## config.mk

```make
export PLATFORM = sky130hd
export DESIGN_NAME = fifo_uart_tx
export DESIGN_NICKNAME = d
export VERILOG_FILES = /design/src/rtl/fifo_uart_tx.sv
export SDC_FILE = /design/constraint.sdc
export NUM_CORES = 1
export LEC_CHECK = 0
export BUFFER_PORTS_ARGS = -buffer_cell sky130_fd_sc_hd__buf_2
export CORE_UTILIZATION = 55
export CTS_CLUSTER_SIZE = 10
export DETAILED_ROUTE_END_ITERATION = 16
export GPL_TIMING_DRIVEN = 0
export PLACE_DENSITY_LB_ADDON = 0.12
export SETUP_SLACK_MARGIN = 0.02
export SYNTH_ARGS = -nofsm -noshare
export SYNTH_HDL_FRONTEND = slang
export SYNTH_SLANG_ARGS = --single-unit
export TNS_END_PERCENT = 1
```

## constraint.sdc

```tcl
create_clock -name clk -period 2.4 [get_ports clk]
set_input_delay 0.6 -clock clk [delete_from_list [all_inputs] [get_ports clk]]
set_output_delay 0.6 -clock clk [all_outputs]
set_load 0.02 [all_outputs]
```

## src/rtl/fifo_uart_tx.sv

```systemverilog
// -----------------------------------------------------------------------------
// fifo_uart_tx
//
// Read-side consumer for a synchronous FIFO. Whenever transmission is enabled
// and the FIFO holds a word, one word is popped and sent LSB-first as an
// asynchronous serial frame: start bit, DATA_WIDTH data bits, optional parity
// bit, then STOP_BITS stop bits. Frames run back-to-back while words remain.
//
// Ports:
//   clk          in   system clock, rising edge
//   rst_n        in   asynchronous active-low reset
//   tx_en        in   allows new words to be fetched (current frame always ends)
//   fifo_empty   in   FIFO empty flag
//   fifo_rd_en   out  FIFO read strobe, registered single-cycle pulse
//   fifo_rd_data in   FIFO read data, valid the cycle after fifo_rd_en
//   tx           out  serial line, registered, idles high
//   busy         out  high in every state except IDLE
//   tx_done      out  one-cycle pulse in the last cycle of the last stop bit
//   state_dbg    out  current FSM state encoding, for observation only
//
// FIFO handshake: a pop is requested only when fifo_empty was sampled low on
// the deciding edge; fifo_rd_en is then high for exactly one cycle (FETCH),
// and fifo_rd_data is captured on the following edge (end of LOAD). There is
// never more than one pop per frame, and fifo_empty is ignored between the
// pop and the end of the last stop bit.
// -----------------------------------------------------------------------------
module fifo_uart_tx #(
    parameter int DATA_WIDTH   = 7,
    parameter int CLKS_PER_BIT = 16,
    parameter int PARITY_EN    = 1,
    parameter int PARITY_ODD   = 0,
    parameter int STOP_BITS    = 1
) (
    input  logic                  clk,
    input  logic                  rst_n,
    input  logic                  tx_en,
    input  logic                  fifo_empty,
    output logic                  fifo_rd_en,
    input  logic [DATA_WIDTH-1:0] fifo_rd_data,
    output logic                  tx,
    output logic                  busy,
    output logic                  tx_done,
    output logic [2:0]            state_dbg
);

    localparam int TW = (CLKS_PER_BIT > 1) ? $clog2(CLKS_PER_BIT) : 1;
    localparam int CW = $clog2(DATA_WIDTH + 1);

    localparam logic [TW-1:0] BIT_LAST  = TW'(CLKS_PER_BIT - 1);
    localparam logic [CW-1:0] DATA_LAST = CW'(DATA_WIDTH - 1);
    localparam logic          STOP_LAST = 1'(STOP_BITS - 1);
    localparam logic          ODD_BIT   = (PARITY_ODD != 0);

    typedef enum logic [2:0] {
        IDLE   = 3'd0,
        FETCH  = 3'd1,
        LOAD   = 3'd2,
        START  = 3'd3,
        DATA   = 3'd4,
        PARITY = 3'd5,
        STOP   = 3'd6
    } state_t;

    state_t state_q, state_d;

    logic [TW-1:0]         bit_timer_q;
    logic [CW-1:0]         bit_cnt_q;
    logic                  stop_cnt_q;
    logic [DATA_WIDTH-1:0] shift_q, shift_d;
    logic                  parity_q, parity_d;

    logic bit_end;
    logic data_last;
    logic stop_last;
    logic can_fetch;
    logic tx_d;

    assign bit_end   = (bit_timer_q == BIT_LAST);
    assign data_last = (bit_cnt_q == DATA_LAST);
    assign stop_last = (stop_cnt_q == STOP_LAST);
    assign can_fetch = tx_en && !fifo_empty;
    assign state_dbg = state_q;

    // ---------------------------------------------------------------------
    // State register
    // ---------------------------------------------------------------------
    always_ff @(posedge clk or negedge rst_n) begin
        if (!rst_n) begin
            state_q <= IDLE;
        end else begin
            state_q <= state_d;
        end
    end

    // ---------------------------------------------------------------------
    // Next-state logic
    // ---------------------------------------------------------------------
    always_comb begin
        state_d = state_q;
        case (state_q)
            IDLE:   if (can_fetch) state_d = FETCH;
            FETCH:  state_d = LOAD;
            LOAD:   state_d = START;
            START:  if (bit_end) state_d = DATA;
            DATA: begin
                if (bit_end && data_last) begin
                    state_d = (PARITY_EN != 0) ? PARITY : STOP;
                end
            end
            PARITY: if (bit_end) state_d = STOP;
            STOP: begin
                // Going straight to FETCH keeps frames gap-free apart from
                // the two FETCH/LOAD cycles.
                if (bit_end && stop_last) begin
                    state_d = can_fetch ? FETCH : IDLE;
                end
            end
            default: state_d = IDLE;
        endcase
    end

    // ---------------------------------------------------------------------
    // Output logic. tx is registered from the next-state view so the pin
    // never sees decode glitches; the shift/parity values it uses are the
    // ones that will be held after the coming edge.
    // ---------------------------------------------------------------------
    always_comb begin
        shift_d  = shift_q;
        parity_d = parity_q;
        if (state_q == LOAD) begin
            shift_d  = fifo_rd_data;
            parity_d = (^fifo_rd_data) ^ ODD_BIT;
        end else if (state_q == DATA && bit_end) begin
            shift_d = shift_q >> 1;
        end

        case (state_d)
            START:   tx_d = 1'b0;
            DATA:    tx_d = shift_d[0];
            PARITY:  tx_d = parity_d;
            default: tx_d = 1'b1;
        endcase

        busy    = (state_q != IDLE);
        tx_done = (state_q == STOP) && bit_end && stop_last;
    end

    // ---------------------------------------------------------------------
    // Datapath and registered outputs
    // ---------------------------------------------------------------------
    always_ff @(posedge clk or negedge rst_n) begin
        if (!rst_n) begin
            tx          <= 1'b1;
            fifo_rd_en  <= 1'b0;
            bit_timer_q <= '0;
            bit_cnt_q   <= '0;
            stop_cnt_q  <= 1'b0;
            shift_q     <= '0;
            parity_q    <= 1'b0;
        end else begin
            tx         <= tx_d;
            fifo_rd_en <= (state_d == FETCH);
            shift_q    <= shift_d;
            parity_q   <= parity_d;

            // Bit timer runs only while a bit is on the line and restarts
            // at every bit boundary.
            if (state_q == IDLE || state_q == FETCH || state_q == LOAD || bit_end) begin
                bit_timer_q <= '0;
            end else begin
                bit_timer_q <= bit_timer_q + TW'(1);
            end

            if (state_q != DATA) begin
                bit_cnt_q <= '0;
            end else if (bit_end) begin
                bit_cnt_q <= bit_cnt_q + CW'(1);
            end

            if (state_q != STOP) begin
                stop_cnt_q <= 1'b0;
            end else if (bit_end) begin
                stop_cnt_q <= ~stop_cnt_q;
            end
        end
    end

endmodule

```

== Word level (Yosys, flattened, before mapping) ==
Cells that the tools add are included.

* Reduce and logical (&&, ||, !) cells: 16
* Bitwise operators: 1
* Eq/ne operators: 14
* Add/subtract/negate cells: 2
* Mux-type cells: 16

{| class="wikitable"
|+ Operator list
! operator !! number
|-
| $mux W3 || 7
|-
| $pmux W3 S7 || 1
|-
| $eq A3 B3 Y1 const B || 6
|-
| $mux W7 || 2
|-
| $eq A3 B2 Y1 const B || 3
|-
| $reduce_xor A7 Y1 || 1
|-
| $eq A3 B1 Y1 const B || 2
|-
| $logic_and A1 B1 Y1 || 6
|-
| $ne A3 B3 Y1 const B || 2
|-
| $reduce_bool A2 Y1 || 3
|-
| $add A4 B1 Y4 const B || 1
|-
| $eq A4 B4 Y1 const B || 1
|-
| $mux W1 || 4
|-
| $mux W4 || 1
|-
| $add A3 B1 Y3 const B || 1
|-
| $logic_not A3 Y1 || 1
|-
| $logic_or A1 B1 Y1 || 3
|-
| $pmux W1 S3 || 1
|-
| $reduce_bool A3 Y1 || 1
|-
| $logic_not A1 Y1 || 1
|-
| $not A1 Y1 || 1
|}

* Output and inout port bits: 7
* Register bits after elaboration: 21

== Longest topological paths before layout ==
Gate-level depths: netlist of the first run.

* Depth in word-level cells: 7
* Gate-level depth with buffers: 8
* Gate-level depth less buffers: 8

== Worst setup path after synthesis of the first run ==
Ideal clock, no wire load.

* Path type: reg2out
* Start point: register bit_timer_q[0]
* End point: output port tx_done
* Arrival time: 1.325 ns
* Stages on the path, launching flop included: 5
* Slack: 0.475 ns
* Required time: 1.800 ns
* Path through: dfrtp_1 > ha_1 > nand3_2 > or4_4 > inv_1

* Cells in the longest elaborated chain, start to end: 3

{| class="wikitable"
|+ RTL lines
! item !! line !! source
|-
| start: declaration || 66 || <nowiki>logic [TW-1:0] bit_timer_q;</nowiki>
|-
| start signal: assignment || 171 || <nowiki>bit_timer_q <= bit_timer_q + TW'(1);</nowiki>
|-
| $eq A4 B4 Y1 || 78 || <nowiki>assign bit_end = (bit_timer_q == BIT_LAST);</nowiki>
|-
| $logic_and A1 B1 Y1 (2 in a row) || 145 || <nowiki>tx_done = (state_q == STOP) && bit_end && stop_last;</nowiki>
|-
| end: declaration || 42 || <nowiki>output logic tx_done,</nowiki>
|}

Every way passes these cells.

== Worst setup path in the final report of the first run ==
Ends and elaborated chain as after synthesis.

==> out/metrics.cfg, run 1 <==
[yosys]
synth.distinct_cells=39
syn_inst=121
syn_area_mm2=0.00116
synth_seq_area_share_pct=45.4
avgSynthCellArea_um2=9.60
syn_nets=135
synth-seq-cells=21
yosys.area.top_type_share_pct=43.1
synth_area_leader_cell=dfrtp_1
synth_area_leaders=dfrtp_1, nand2_1, xnor2_1
yosysWarnings=0

[cells_and_area]
fill_cells=166
drive_above_1_share_pct=23.8
utilization_pct=67.4
layout.nets=158
num_antenna_cells=0
syn2layout_area_growth_pct=15.0

[cts]
clk_pin_slew_ns=0.12
cts_tree=built
clock-sinks=21
cts_made_buffers=3
clockBufferDepth=2
cts_root_buf=clkbuf_4
clk_latency_ns=0.30
h-tree-depth=1
cts_hold_buffers=0

[power]
power_frac_seq_pct=62.7
clockPowerShare_pct=28.2
netSwitchingFraction_pct=23.5
p_leak_nw=0.643
powerDensity_mw_per_mm2=443
comb_power_share_pct=9.1
max-vdd-ir-drop_v=0.000260
internal-power_mw=0.452
power_switching_mw=0.139

[global_routing]
track_usage_pct=22.3
gr-total-overflow=0
grt_pass1_vias=796
grt_max_degree=22
antenna_found_initial=0
grt_pass1_wl_mm=3.53

[critical_path]
worstReg2RegEnd=tx$_DFF_PN1_
r2r_slack_ns=0.48
critPathKind=reg -> out
r2r-start=state_dbg[0]$_DFF_PN0_
reg2regPathDepth=7
critPathArrivalTime_ns=1.71
critPathTopFamily=simple AND/OR/NAND/NOR gates
cp-end-kind=output port
start_kind=flop
critPathMaxStageDelay_ns=0.51
cp_num_buf_inv=2
cp_slowest_cell=or4_4
crit_required_ns=1.80
critPathMaxFanout=4
cp_cell_sequence=ha_4 -> nand3_4 -> or4_4 -> inv_1 -> buf_2

[route]
viasPerCell=5.39
ant_nets=0
routed_wirelength_mm=2.26
drtIter0Drc=8
wl_per_cell_um=13.3
drc=0
dr.pass1.iters=4
via_count=917

[sta]
drv_slew=0
setup-tns-final_ns=0
max_freq_mhz=433
fin_worst_skew_ns=0.00689
finalSetupViolCount=0
slew_headroom_pct=69.1
setup_slack_ns=0.0899
rsz0062_at_grt=false
finalCritPeriodShare_pct=96.3
hold_violations=0
tightest_slew_ns=0.463
holdWs_ns=0.231
fin_crit_ns=2.31

[die]
core_area_mm2=0.00198
die_w_um=47.9
rows=16
io_pins=18
dieHeight_um=47.9
die_area_mm2=0.00230
start_util_pct=58.6

[place]
hpwlAfterDp_mm=1.71
port_buffers=17
place_ws_ns=0.336
place_congestion=0.766

[hold_path]
hold_class=in -> async

[flow_run]
cap_violations=0

[status]
status=finished, final reports clean

repair_timing:
action,CTS,global route
gates resized for setup,1,2
endpoints found under the setup margin,1,1
cloned,0,0
buffers inserted,1,0
cell usage after synthesis (all sizes together):
| cell type | number |
|---|---|
| a211o | 1 |
| a21o | 1 |
| a21oi | 6 |
| a22oi | 2 |
| and2 | 1 |
| and2b | 1 |
| and3 | 1 |
| buf | 2 |
| clkbuf | 5 |
| dfrtp | 20 |
| dfstp | 1 |
| ha | 3 |
| inv | 3 |
| mux2 | 1 |
| mux2i | 4 |
| nand2 | 23 |
| nand2b | 2 |
| nand3 | 2 |
| nor2 | 8 |
| nor3 | 4 |
| nor3b | 1 |
| nor4 | 1 |
| o211ai | 2 |
| o21ai | 7 |
| o21bai | 1 |
| o22ai | 1 |
| o31a | 1 |
| o31ai | 1 |
| o32a | 1 |
| or3 | 1 |
| or3b | 2 |
| or4 | 1 |
| xnor2 | 7 |
| xor2 | 3 |
area by class of cell:
cell class / instances / area [um^2] / share of cell area (%)
clock buffers: 3 / 22.5 / 1.69
plain buffers: 7 / 28.8 / 2.16
clock inverters: 1 / 5.00 / 0.375
multi-input cells: 90 / 614 / 46.0
well taps: 27 / 33.8 / 2.53
inverters: 3 / 11.3 / 0.843
flip-flops and latches: 21 / 527 / 39.5
repair buffers: 18 / 92.6 / 6.94
routing by layer:
| metal | wire length, um | global-route usage (%) |
|---|---|---|
| met1 | 1050 | 30.2 |
| met2 | 1130 | 35.9 |
| met3 | 65 | 4.53 |
| met4 | 15 | 6.67 |
| met5 | 0 | 0 |
registers in the layout, indices dropped and copies added, names as in the netlist:
signal and flops:
parity_q 1, bit_timer_q 4, bit_cnt_q 3, shift_q 7, tx 1, state_dbg 3, stop_cnt_q 1, fifo_rd_en 1
worst max path at each step:
stage | from | to | slack (ns) | cells after the start
6_report | bit_timer_q[0]$_DFF_PN0_ | tx_done | 0.09 | 5
5_1_grt | bit_timer_q[0]$_DFF_PN0_ | tx_done | 0.02 | 5
4_1_cts | bit_timer_q[1]$_DFF_PN0_ | tx_done | 0.04 | 5
3_5_place_dp | bit_timer_q[0]$_DFF_PN0_ | tx_done | 0.34 | 5
3_3_place_gp | bit_timer_q[0]$_DFF_PN0_ | tx_done | 0.36 | 5
2_1_floorplan | bit_timer_q[0]$_DFF_PN0_ | tx_done | 0.47 | 4
cells in the final DEF, fill, tap and decap left out, drive strengths merged:
cell type / instances
nand2b: 2
mux2: 1
nor3: 4
nand3: 2
o31ai: 1
or3: 1
nor3b: 1
a211o: 1
dfrtp: 20
inv: 3
o32a: 1
buf: 20
nor4: 1
mux2i: 4
dfstp: 1
nor2: 8
a21o: 1
o22ai: 1
nand2: 23
or3b: 2
a21oi: 6
o21bai: 1
ha: 3
clkinv: 1
o21ai: 7
and2b: 1
xor2: 3
a22oi: 2
or4: 1
clkbuf: 8
and3: 1
o31a: 1
xnor2: 7
o211ai: 2
and2: 1
power groups by stage:
stage               combinational [mW]  clock, mW  sequential [mW]
floorplan                       0.0294          0            0.377
global placement                0.0519          0            0.377
detailed placement              0.0532          0            0.378
CTS                             0.0548      0.172            0.371
global route                    0.0598      0.190            0.372
finish                          0.0538      0.167            0.371
cells by family after synthesis:
logic type / after synthesis / share of synthesized area, %
muxes: 5 / 4.42
adders and majority gates: 3 / 3.23
buffers and inverters: 10 / 3.45
and+or+nand+nor: 48 / 21.2
DFF: 21 / 45.4
AOI/OAI and AO/OA: 24 / 14.8
xor gates and xnor gates: 10 / 7.54
per-stage QoR:
stage | power (mW) | std cells | area [um^2]
2_1_floorplan | 0.407 | 121 | 1160
3_3_place_gp | 0.429 | 165 | 1280
3_5_place_dp | 0.431 | 165 | 1280
4_1_cts | 0.597 | 170 | 1320
5_1_grt | 0.621 | 170 | 1340
6_report | 0.591 | 170 | 1340
(Power assumes the default switching activity.)
==> run 2: changes to the inputs <==
Settings changed: CORE_UTILIZATION 55 to 59.
Clock period 2.4 ns to 2.95 ns, I/O delays scaled along.
==> run 2 against run 1 <==
Count of clock-buffer cells in the layout did not move. Sequential share of layout area rose by 0.91 points. Register-to-register slack improved by 0.51 ns. Critical path depth did not move. Cell area fell by 2.2%. Sequential power fell by 19%. Power fell by 18%. Utilization rose by 5.8 points. Hold slack improved by 0.13 ns. Non-clock buffer count fell by 1. Global-route usage rose by 0.30 points. Clock power fell by 16%.
==> out/metrics.cfg, run 2 (synthesis results as in run 1) <==
[route]
viasPerCell=5.27  ; -2.3%
via_count=880  ; -4.0%
wl_per_cell_um=12.6  ; -5.6%
drc=0  ; unchanged
ant_nets=0  ; unchanged
dr.pass1.iters=4  ; unchanged
drtIter0Drc=16  ; +8
routed_wirelength_mm=2.10  ; -7.2%

[critical_path]
cp_num_buf_inv=2  ; unchanged
start_kind=flop
critPathTopFamily=simple AND/OR/NAND/NOR gates
critPathMaxFanout=4  ; unchanged
crit_required_ns=2.21  ; +0.41 ns
cp_slowest_cell=or4_4
cp_cell_sequence=ha_1 -> nand3_2 -> or4_4 -> inv_1 -> buf_2
critPathKind=reg -> out
critPathArrivalTime_ns=1.79  ; +0.08 ns
cp-end-kind=output port
critPathMaxStageDelay_ns=0.53  ; +0.02 ns

[cells_and_area]
mostFrequentLayoutCells=nand2_1, dfrtp_1, buf_2, nor2_1, xnor2_1
fin_cells=167  ; -1.8%
num_antenna_cells=0  ; unchanged
layout_commonest_cell=nand2_1
syn2layout_area_growth_pct=12.4
drive_above_1_share_pct=22.5  ; -1.2 points
fill_cells=143  ; -14%
top_regs=shift_q x7, bit_timer_q x4
regMostFlops=shift_q
layout.nets=157  ; -0.63%
largest_reg_flops=7  ; unchanged

[die]
core_area_mm2=0.00178  ; -10%
io_pins=18  ; unchanged
die_w_um=46.4  ; -3.3%
start_util_pct=65.1  ; +6.5 points
die_area_mm2=0.00215  ; -6.5%
rows=15  ; -1
dieHeight_um=46.4  ; -3.3%

[sta]
slew_headroom_pct=69.0  ; -0.092 points
rsz0062_at_grt=false
finalCritPeriodShare_pct=85.8
fin_crit_ns=2.53
fin_worst_skew_ns=0.00621  ; -0.000687 ns
setup-tns-final_ns=0  ; unchanged
finalSetupViolCount=0  ; unchanged
max_freq_mhz=395
hold_violations=0  ; unchanged
drv_slew=0  ; unchanged
tightest_slew_ns=0.464  ; +0.00138 ns

[cts]
cts_resized=0  ; -1
clock-sinks=21  ; unchanged
clk_latency_ns=0.31  ; about the same
h-tree-depth=1  ; unchanged
cts_hold_buffers=0  ; unchanged
clockBufferDepth=2  ; unchanged
cts_tree=built
cts_root_buf=clkbuf_4
clk_pin_slew_ns=0.12  ; about the same
cts_made_buffers=3  ; unchanged
cts_setup_buffers=0  ; -1

[power]
p_total_mw=0.484  ; -18%
max-vdd-ir-drop_v=0.000369  ; +42%
powerDensity_mw_per_mm2=371  ; -16%
p_leak_nw=0.636  ; -1.0%

[global_routing]
antenna_found_initial=0  ; unchanged
gr-total-overflow=0  ; unchanged
grt_max_degree=22  ; unchanged
track_usage_pct=22.6  ; +0.30 points
grt_pass1_wl_mm=3.44  ; -2.5%
grt_pass1_vias=748  ; -6.0%

[place]
hpwlAfterDp_mm=1.58  ; -7.1%
port_buffers=17  ; unchanged
placed_cells=163  ; -1.2%
place_congestion=0.768  ; +0.31%

[hold_path]
hold_class=in -> async

[flow_run]
cap_violations=0  ; unchanged

[status]
status=finished, final reports clean

==> run 2: changes by cell type in the layout (fill, tap and decap cells not counted) <==
cell and delta:
buf_4 -1, ha_1 +1, ha_4 -1, nand3_2 +1
nand3_4 -1
==> run 2: layout make-up <==
type | instances | area (um^2) | area share, %
well taps | 25 | 31.3 | 2.40
clock buffers | 3 | 22.5 | 1.73
clock inverters | 1 | 5.00 | 0.384
flip-flops and latches | 21 | 527 | 40.4
multi-input cells | 90 | 594 | 45.5
repair buffers | 17 | 85.1 | 6.52
plain buffers | 7 | 28.8 | 2.21
inverters | 3 | 11.3 | 0.863
==> run 2: path summary, 6_finish.rpt <==
kind	endpoint	start	depth (start not counted)	slack, ns
worst max-delay path	tx_done	bit_timer_q[0]$_DFF_PN0_	5	0.42
worst min-delay path	shift_q[1]$_DFFE_PN0P_	rst_n	1	0.36
worst max register to register	tx$_DFF_PN1_	bit_timer_q[0]$_DFF_PN0_	7	0.99
worst min register to register	bit_timer_q[0]$_DFF_PN0_	bit_timer_q[0]$_DFF_PN0_	1	0.48
max in group asynchronous	tx$_DFF_PN1_	rst_n	1	2.25
min in group clk	bit_timer_q[0]$_DFF_PN0_	bit_timer_q[0]$_DFF_PN0_	1	0.48
==> run 2: routing by layer <==
layer	routed length, um	share of wire, %	track usage [%]	up-vias
met5	0	0	0	-
met4	23	1.1	7.65	0
met3	35	1.7	2.35	2
met2	975	46	35.0	10
met1	1060	51	32.7	408
li1	-	-	-	460
==> run 2: stage by stage <==
| step | utilization (%) | hold WS [ns] | cell area [um^2] | setup WS, ns |
|---|---|---|---|---|
| 3_5_place_dp | 71.6 | 0.466 | 1280 | 0.757 |
| 2_1_floorplan | - | 0.442 | 1160 | 0.887 |
| 6_report | 73.2 | 0.362 | 1310 | 0.419 |
| 5_1_grt | 73.2 | 0.394 | 1310 | 0.344 |
| 3_3_place_gp | 71.6 | 0.458 | 1280 | 0.761 |
| 4_1_cts | 73.2 | 0.369 | 1310 | 0.411 |
==> run 2: power by group <==
group	switching (mW)	total (mW)	internal (mW)
Clock	0.0900	0.141	0.0507
Combinational	0.0228	0.0426	0.0198
Sequential	0.00344	0.301	0.298
Total	0.116	0.484	0.368
==> run 3: changes to the inputs <==
Settings changed: BUFFER_PORTS_ARGS -buffer_cell sky130_fd_sc_hd__buf_2 to unset, CORE_UTILIZATION 59 to 65, DONT_BUFFER_PORTS set to 1.
==> run 3 against run 2 <==
Cell count down 11%. Worst setup slack better by 0.038 ns. Register-to-register slack got worse by 0.06 ns. Cell area fell by 6.6%. Wire length is 4.0% lower. Critical endpoint unchanged.
==> out/metrics.cfg, run 3 (synthesis results as in run 1) <==
[route]
dr.pass1.iters=4  ; unchanged
drtIter0Drc=17  ; +1
drc=0  ; unchanged
wl_per_cell_um=13.5  ; +7.6%
routed_wirelength_mm=2.02  ; -4.0%
viasPerCell=5.63  ; +6.9%
ant_nets=0  ; unchanged
via_count=839  ; -4.7%

[global_routing]
grt_pass1_vias=795  ; +6.3%
track_usage_pct=24.1  ; +1.5 points
met1_usage_pct=31.3  ; -1.3 points
gr-total-overflow=0  ; unchanged
busiest_layer=met2
grtUsageMet2_pct=40.6  ; +5.6 points
grtUsageMet3_pct=5.31  ; +3.0 points
antenna_found_initial=0  ; unchanged
grt_max_degree=22  ; unchanged
grt_pass1_wl_mm=3.39  ; -1.2%

[cts]
clk_pin_slew_ns=0.11  ; about the same
cts_made_buffers=3  ; unchanged
cts_resized=0  ; unchanged
cts_tree=built
clock-sinks=21  ; unchanged
clockBufferDepth=2  ; unchanged
cts_root_buf=clkbuf_4
h-tree-depth=1  ; unchanged
cts_hold_buffers=0  ; unchanged
clk_latency_ns=0.30  ; about the same
cts_setup_buffers=0  ; unchanged

[sta]
fin_crit_ns=2.49  ; -0.0380 ns
fin_worst_skew_ns=0.00155  ; -0.00466 ns
finalCritPeriodShare_pct=84.5  ; -1.3 points
setup_slack_ns=0.458  ; +0.0380 ns
tightest_slew_ns=0.418  ; -0.0460 ns
finalSetupViolCount=0  ; unchanged
drv_slew=0  ; unchanged
slew_headroom_pct=72.1  ; +3.1 points
hold_violations=0  ; unchanged
max_freq_mhz=401  ; +1.5%
setup-tns-final_ns=0  ; unchanged
rsz0062_at_grt=false

[critical_path]
cp-end-kind=output port
critPathMaxFanout=4  ; unchanged
cp_cell_sequence=ha_1 -> nand3_2 -> or4_4 -> inv_1
start_kind=flop
critPathMaxStageDelay_ns=0.52  ; about the same
r2r-start=bit_timer_q[0]$_DFF_PN0_
r2r_slack_ns=0.93  ; -0.06 ns
critPathLaunch=bit_timer_q[0]$_DFF_PN0_
crit_required_ns=2.21  ; about the same
critPathArrivalTime_ns=1.75  ; -0.04 ns
critPathKind=reg -> out
cp_slowest_cell=or4_4

[place]
hpwlAfterDp_mm=1.50  ; -5.1%
place_ws_ns=0.791  ; +0.0340 ns
port_buffers=0  ; -17
place_congestion=0.801  ; +4.3%

[cells_and_area]
seq_area_um2=527  ; unchanged
top_regs=shift_q x7, bit_timer_q x4
drive_above_1_share_pct=12.0  ; -11 points
multi_input_area_um2=594  ; unchanged
fill_cells=111  ; -22%
regMostFlops=shift_q
largest_reg_flops=7  ; unchanged
mostFrequentLayoutCells=nand2_1, dfrtp_1, nor2_1, xnor2_1, o21ai_1
layout.nets=140  ; -11%
syn2layout_area_growth_pct=4.96
utilization_pct=76.5  ; +3.3 points
num_antenna_cells=0  ; unchanged
layout_commonest_cell=nand2_1

[hold_path]
hold_class=in -> async

[die]
start_util_pct=72.8  ; +7.7 points
core_area_mm2=0.00159  ; -11%
rows=14  ; -1
die_area_mm2=0.00196  ; -8.8%
die_w_um=44.3  ; -4.5%
io_pins=18  ; unchanged
dieHeight_um=44.3  ; -4.5%

[power]
p_leak_nw=0.566  ; -11%
max-vdd-ir-drop_v=0.000371  ; +0.54%
powerDensity_mw_per_mm2=382  ; +2.9%

[status]
status=finished, final reports clean

[flow_run]
cap_violations=0  ; unchanged

run 3: path summary, 6_finish.rpt:
path                                             to  depth (start not counted)
max                                         tx_done                          4
min                          shift_q[5]$_DFFE_PN0P_                          0
max reg2reg                            tx$_DFF_PN1_                          7
min reg2reg                bit_timer_q[0]$_DFF_PN0_                          1
max in group asynchronous              tx$_DFF_PN1_                          0
min in group clk           bit_timer_q[0]$_DFF_PN0_                          1
run 3: final cells by class:
cell class,count,share of cell area (%)
clock buffers,3,1.85
well taps,24,2.46
clock inverters,1,0.411
inverters,3,0.924
multi-input cells,90,48.8
plain buffers,7,2.36
flip-flops and latches,21,43.2
run 3: report_power, final:
group          total (mW)  switching [mW]  internal, mW
clock               0.135          0.0846        0.0506
sequential          0.303         0.00478         0.298
combinational      0.0277          0.0129        0.0147
total               0.466           0.102         0.363
run 3: worst max-delay path: cells and delay by family, from the launching register on:
| family | cells | cell delay (ns) |
|---|---|---|
| adder cells (fa/ha/maj) | 1 | 0.22 |
| AND/OR/NAND/NOR | 2 | 0.67 |
| flip-flops | 1 | 0.39 |
| buffers and inverters | 1 | 0.17 |
run 3: metrics by stage:
step / power [mW] / std cells / area [um^2] / hold WS, ns
final: 0.466 / 149 / 1220 / 0.111
after global routing: 0.481 / 149 / 1220 / 0.0902
after CTS: 0.468 / 149 / 1220 / 0.106
after floorplan: 0.331 / 121 / 1160 / 0.442
after detailed placement: 0.336 / 145 / 1190 / 0.442
after global placement: 0.334 / 145 / 1190 / 0.442
run 3: per-layer routing:
| metal | share of wire (%) | routed length, um |
|---|---|---|
| met1 | 47 | 945 |
| met2 | 49 | 985 |
| met3 | 2.7 | 54 |
| met4 | 1.4 | 29 |
| met5 | 0 | 0 |
